### src/rtl/twinkle_engine.sv
// N-channel twinkle generator: each channel runs a rise/hold/fall intensity envelope,
// started at random by a 16-bit Galois LFSR or on demand by the host force mask.
module twinkle_engine #(
  parameter int          N      = 24,
  parameter int          W      = 3,
  parameter int          STEP   = 1,
  parameter int          SPARSE = 2,
  parameter logic [15:0] SEED   = 16'hFFFF,
  parameter int          HW     = 4
) (
  input  logic                   clk,
  input  logic                   rst,
  input  logic                   tick,
  input  logic                   enable,
  input  logic [W-1:0]           peak,
  input  logic [HW-1:0]          hold_ticks,
  input  logic [$clog2(N+1)-1:0] max_active,
  input  logic [N-1:0]           force_mask,
  output logic [N*W-1:0]         intensities,
  output logic [N-1:0]           active,
  output logic [$clog2(N+1)-1:0] active_count,
  // per-channel FSM state, 2 bits each: 0 idle, 1 rise, 2 hold, 3 fall
  output logic [2*N-1:0]         state_dbg
);

  localparam int          CW        = $clog2(N + 1);
  localparam int          IW        = $clog2(N) + SPARSE;
  localparam logic [15:0] LFSR_INIT = (SEED == 16'h0000) ? 16'hFFFF : SEED;
  localparam logic [W:0]  STEP_X    = STEP[W:0];
  localparam logic [IW:0] N_X       = N[IW:0];

  typedef enum logic [1:0] {
    S_IDLE = 2'd0,
    S_RISE = 2'd1,
    S_HOLD = 2'd2,
    S_FALL = 2'd3
  } ch_state_t;

  ch_state_t     state_q  [N];
  ch_state_t     state_d  [N];
  logic [W-1:0]  level_q  [N];
  logic [W-1:0]  level_d  [N];
  logic [HW-1:0] cnt_q    [N];
  logic [HW-1:0] cnt_d    [N];
  logic [W:0]    rise_sum [N];

  logic [15:0]   lfsr_q;
  logic [15:0]   lfsr_next;
  logic [IW-1:0] cand;
  logic          cand_ok;
  logic          budget_ok;
  logic [N-1:0]  force_start;
  logic [N-1:0]  rand_start;
  logic [N-1:0]  start;
  logic [CW-1:0] n_forced;
  logic [CW-1:0] count_d;

  assign lfsr_next = {lfsr_q[14:0], 1'b0} ^ (lfsr_q[15] ? 16'h002D : 16'h0000);
  assign cand      = lfsr_q[IW-1:0];
  assign cand_ok   = {1'b0, cand} < N_X;

  // Forced starts are counted first so they consume the random-start budget.
  always_comb begin
    force_start = '0;
    rand_start  = '0;
    start       = '0;
    n_forced    = '0;
    budget_ok   = 1'b0;
    for (int i = 0; i < N; i++) begin
      force_start[i] = tick && (peak != '0) && force_mask[i] && (state_q[i] == S_IDLE);
      n_forced       = n_forced + CW'(force_start[i]);
    end
    budget_ok = ({1'b0, active_count} + {1'b0, n_forced}) < {1'b0, max_active};
    for (int i = 0; i < N; i++) begin
      rand_start[i] = tick && (peak != '0) && enable && cand_ok && (cand == IW'(i))
                      && (state_q[i] == S_IDLE) && !force_start[i] && budget_ok;
    end
    start = force_start | rand_start;
  end

  // Envelope next-state; all sums are one bit wider so nothing wraps.
  always_comb begin
    count_d = '0;
    for (int i = 0; i < N; i++) begin
      state_d[i]  = state_q[i];
      level_d[i]  = level_q[i];
      cnt_d[i]    = cnt_q[i];
      rise_sum[i] = {1'b0, level_q[i]} + STEP_X;
      if (tick) begin
        case (state_q[i])
          S_IDLE: begin
            level_d[i] = '0;
            if (start[i]) state_d[i] = S_RISE;
          end
          S_RISE: begin
            if (rise_sum[i] >= {1'b0, peak}) begin
              level_d[i] = peak;
              if (hold_ticks == '0) begin
                state_d[i] = S_FALL;
              end else begin
                state_d[i] = S_HOLD;
                cnt_d[i]   = hold_ticks;
              end
            end else begin
              level_d[i] = rise_sum[i][W-1:0];
            end
          end
          S_HOLD: begin
            if (cnt_q[i] <= HW'(1)) begin
              state_d[i] = S_FALL;
              level_d[i] = ({1'b0, level_q[i]} > STEP_X) ? level_q[i] - STEP_X[W-1:0] : '0;
            end else begin
              cnt_d[i] = cnt_q[i] - HW'(1);
            end
          end
          S_FALL: begin
            if ({1'b0, level_q[i]} <= STEP_X) begin
              level_d[i] = '0;
              state_d[i] = S_IDLE;
            end else begin
              level_d[i] = level_q[i] - STEP_X[W-1:0];
            end
          end
          default: state_d[i] = S_IDLE;
        endcase
      end
      count_d = count_d + CW'(state_d[i] != S_IDLE);
    end
  end

  always_ff @(posedge clk) begin
    if (rst) begin
      for (int i = 0; i < N; i++) begin
        state_q[i] <= S_IDLE;
        level_q[i] <= '0;
        cnt_q[i]   <= '0;
      end
      lfsr_q       <= LFSR_INIT;
      active_count <= '0;
    end else begin
      for (int i = 0; i < N; i++) begin
        state_q[i] <= state_d[i];
        level_q[i] <= level_d[i];
        cnt_q[i]   <= cnt_d[i];
      end
      active_count <= count_d;
      if (tick) lfsr_q <= lfsr_next;
    end
  end

  always_comb begin
    intensities = '0;
    active      = '0;
    state_dbg   = '0;
    for (int i = 0; i < N; i++) begin
      intensities[i*W +: W] = level_q[i];
      active[i]             = (state_q[i] != S_IDLE);
      state_dbg[2*i +: 2]   = state_q[i];
    end
  end

endmodule
### config.mk
export PLATFORM = sky130hd
export DESIGN_NAME = twinkle_engine
export DESIGN_NICKNAME = d
export VERILOG_FILES = /design/src/rtl/twinkle_engine.sv
export SDC_FILE = /design/constraint.sdc
export NUM_CORES = 1
export LEC_CHECK = 0
export ABC_AREA = 1
export CORE_AREA = 2 2 180 270
export DETAILED_ROUTE_END_ITERATION = 10
export DIE_AREA = 0 0 182 272
export SYNTH_ARGS = -nofsm -noshare
export SYNTH_HDL_FRONTEND = slang
export SYNTH_SLANG_ARGS = --single-unit
### constraint.sdc
create_clock -name clk -period 10.8 [get_ports clk]
set_clock_uncertainty 0.2 [all_clocks]
set_input_delay 2.16 -clock clk [delete_from_list [all_inputs] [get_ports clk]]
set_output_delay 2.16 -clock clk [all_outputs]
set_load 0.05 [all_outputs]
==> results of run 1 <==
cell usage in the layout (no fill, tap or decap), drive strengths merged:
cell and count:
a211oi 9, a21boi 4, a21oi 240, a22oi 2, a31o 1, a31oi 20
and2 1, buf 116, bufinv 5, clkbuf 36, clkdlybuf4s50 174, clkinv 8
clkinvlp 2, dfxtp 237, dlygate4sd2 5, dlymetal6s2s 4, fa 36, ha 204
inv 540, nand2 841, nand3 168, nand3b 1, nand4 32, nor2 286
nor3 22, nor4 5, o2111ai 3, o211ai 29, o21a 8, o21ai 256
o21bai 9, o221ai 1, o22ai 20, o31ai 2, or2 22, xnor2 31
xor2 41
registers in the layout (all words and copies together) (netlist names):
name,cells
lfsr_q,16
state_q,48
level_q,72
active_count,5
cnt_q,96
routing by layer:
metal,up-vias,part of all wire,global-route usage
met5,-,0.00087,0
met1,9776,0.40,0.304
met3,163,0.048,0.0352
met4,10,0.051,0.134
li1,10500,-,-
met2,537,0.50,0.492
cells by family (layout without fill, tap and decap cells):
group	count (synthesis)	after routing	share of synthesized area
DFF	237	237	0.236
AOI/OAI and AO/OA	604	604	0.163
xor gates and xnor gates	72	72	0.0314
adders and majority gates	240	240	0.163
and+or+nand+nor	1378	1378	0.289
buffers and inverters	608	890	0.118
through the flow:
stage / setup TNS, ns / std cells / area [µm²] / setup WS [ns]
2_1_floorplan: -0.675 / 3139 / 20200 / -0.214
3_3_place_gp: -4.39 / 3932 / 23000 / -0.975
3_5_place_dp: -5.03 / 3932 / 23000 / -1.11
6_report: -0.251 / 4021 / 24500 / -0.0965
4_1_cts: -0.406 / 4015 / 24400 / -0.114
5_1_grt: -1.59 / 4021 / 24500 / -0.388
power by group through the flow:
stage | Clock [W] | Combinational (W) | Sequential (W)
2_1_floorplan | 0 | 0.00109 | 0.00106
3_3_place_gp | 0 | 0.00174 | 0.00101
3_5_place_dp | 0 | 0.00180 | 0.00101
4_1_cts | 0.00108 | 0.00193 | 0.000989
5_1_grt | 0.00111 | 0.00221 | 0.000996
6_report | 0.00106 | 0.00197 | 0.000991
layout make-up:
| type | count | area (µm²) | share of cell area |
|---|---|---|---|
| inverter | 541 | 2070 | 0.0843 |
| clock inverter | 13 | 199 | 0.00811 |
| sequential | 237 | 4740 | 0.194 |
| tap | 600 | 751 | 0.0306 |
| timing repair buffer | 299 | 2790 | 0.114 |
| clock buffer | 36 | 802 | 0.0327 |
| timing repair inverter | 1 | 16.3 | 0.000663 |
| multi-input combinational | 2294 | 13100 | 0.536 |
cells in the mapped netlist, drive strengths merged, types with 3 or more instances:
cell | n | area share
o21bai | 9 | 0.0034
xor2 | 41 | 0.018
nor2 | 286 | 0.058
a211oi | 9 | 0.0034
nor3 | 22 | 0.0057
o211ai | 29 | 0.011
nor4 | 5 | 0.0016
a21oi | 240 | 0.061
buf | 33 | 0.0098
inv | 541 | 0.10
o2111ai | 3 | 0.0016
xnor2 | 31 | 0.013
clkbuf | 34 | 0.0063
nand4 | 32 | 0.011
dfxtp | 237 | 0.24
or2 | 22 | 0.0068
nand3 | 168 | 0.045
o21a | 8 | 0.0030
nand2 | 841 | 0.16
a31oi | 20 | 0.0062
fa | 36 | 0.036
a21boi | 4 | 0.0015
o22ai | 20 | 0.0062
ha | 204 | 0.13
o21ai | 256 | 0.064
critical path, delay by kind of cell:
family / cells / cell delay (ns)
AOI/OAI and AO/OA: 5 / 0.60
xor gates and xnor gates: 1 / 0.17
adders and majority gates: 15 / 6.53
buffers and inverters: 11 / 0.84
and+or+nand+nor: 9 / 0.85
how the worst max path moves through the flow:
stage	slack (ns)	to	startpoint	cells after the start
global placement	-0.97	active_count[4]	peak[2]	41
global route	-0.39	active_count[4]	peak[0]	41
finish	-0.1	active_count[2]	peak[0]	41
CTS	-0.11	active_count[4]	peak[0]	42
floorplan	-0.21	active_count[1]	peak[2]	42
detailed placement	-1.11	active_count[1]	peak[2]	39
what timing repair did:
| action | in CTS | in global routing |
|---|---|---|
| setup buffers | 34 | 7 |
| pin swaps | 26 | 28 |
| setup endpoints to repair | 5 | 6 |
| gates cloned | 1 | 0 |
| resized for setup | 40 | 28 |
==> run metrics, run 1 <==
status complete, but fails checks; failing checks negative setup slack; CTS tree built; Peak VDD IR between 100 and 150 µV; Ports 189; Yosys cell types 53; MaxCap Viol Count 0; CP Launch Type primary input; clock-pin slew on the worst setup and hold paths about 0.070 ns; RSZ-0062 raised after global routing yes; Reg2Reg Capture Point active_count[2]; worst hold path startpoint lfsr_q[10]; ys flop type dfxtp_1; Synth Register Bits 237; cts hold-fix bufs 0; PD cells 164 nW/µm²; CP max FO 8; ANT nets after route 0; first-pass GRT wire length ~110,000 µm; synthesized area between 20,000 and 25,000 µm²; slowest CP cell fa_1; P_int around 0.0024 W; PortBufs 188; clock group share of total power 0.263; Syn. warnings 0; RePlAce Congestion ~0.94; worst hold path cell count 2; Final setup violation count 4; asr flop ratio synth 0; switching part of the total 0.399; Post-Syn Area per Cell approximately 6.4 µm²; Total Wirelength slightly below 70,000 µm; Final Hold Violating Endpoints 0; register share of total power 0.247; vias in the first global route 20,500; DIE AREA a little under 50,000 µm²; Hold Path End lfsr_q[10]; initial antenna violation count 5; most used cell, CP fa_1; sw power about 0.0016 W; Post-synth EDFFs 0; leakage about 11 nW; total track usage 0.269; CP Data Required Time between 10 and 15 ns; clk root buf clkbuf_16; Die Y between 200 and 300 µm; Crit. End Element flip-flop; Chip Width roughly 180 µm; Residual DRC 0; worst setup margin -0.0965 ns; HP Class flip-flop to flip-flop; core area roughly 47,000 µm²; final net count ~3,700; n_diodes 0; Post-DP HPWL around 50,000 µm; Cells after Synth approximately 3,100; FF-to-FF setup slack approximately 1.1 ns; worst skew pair latency between 0.5 and 0.6 ns; CP Class primary input to flip-flop; Max clock buf depth 3; synth-to-layout area growth 21.9%; hold_ws 0.259 ns; syn_nets ~3,400; Register-to-Register Path Depth 38; total gr overflow 0; final slew viol count 0; clock sinks approximately 240; vias per cell between 5 and 6; post-layout util 0.518; Num CTS Buffers 28; filler instances ~4,800; post-route clock period utilization 1.01; Starting Density 0.425; via count roughly 21,000; largest net degree at the start of global routing between 70 and 80; Critical R2R Launch state_q[1][9]; # rows between 90 and 100; min cycle time layout about 11 ns; fmax around 92 MHz; layout cells sized above 1 0.0871; Crit path largest cell delay 0.58 ns; total power 0.00402 W; Worst Tran Pin Value slightly below 1 ns; part of the Yosys area used for sequential elements 0.236; Comb power frac 0.490; CP Data Arrival Time ~11 ns; routed len/inst around 17 µm; Pre-antenna DRT Iters 5; CTS H-tree depth 1; max_slew headroom 0.340; Starting DRT DRC Count 1,410
(Power assumes the default switching activity.)
==> inputs of run 2 (changes only) <==
- CAP_MARGIN: not set -> 20
==> results of run 2 <==
Same layout as run 1: the final DEF is identical, and so are final timing and power.
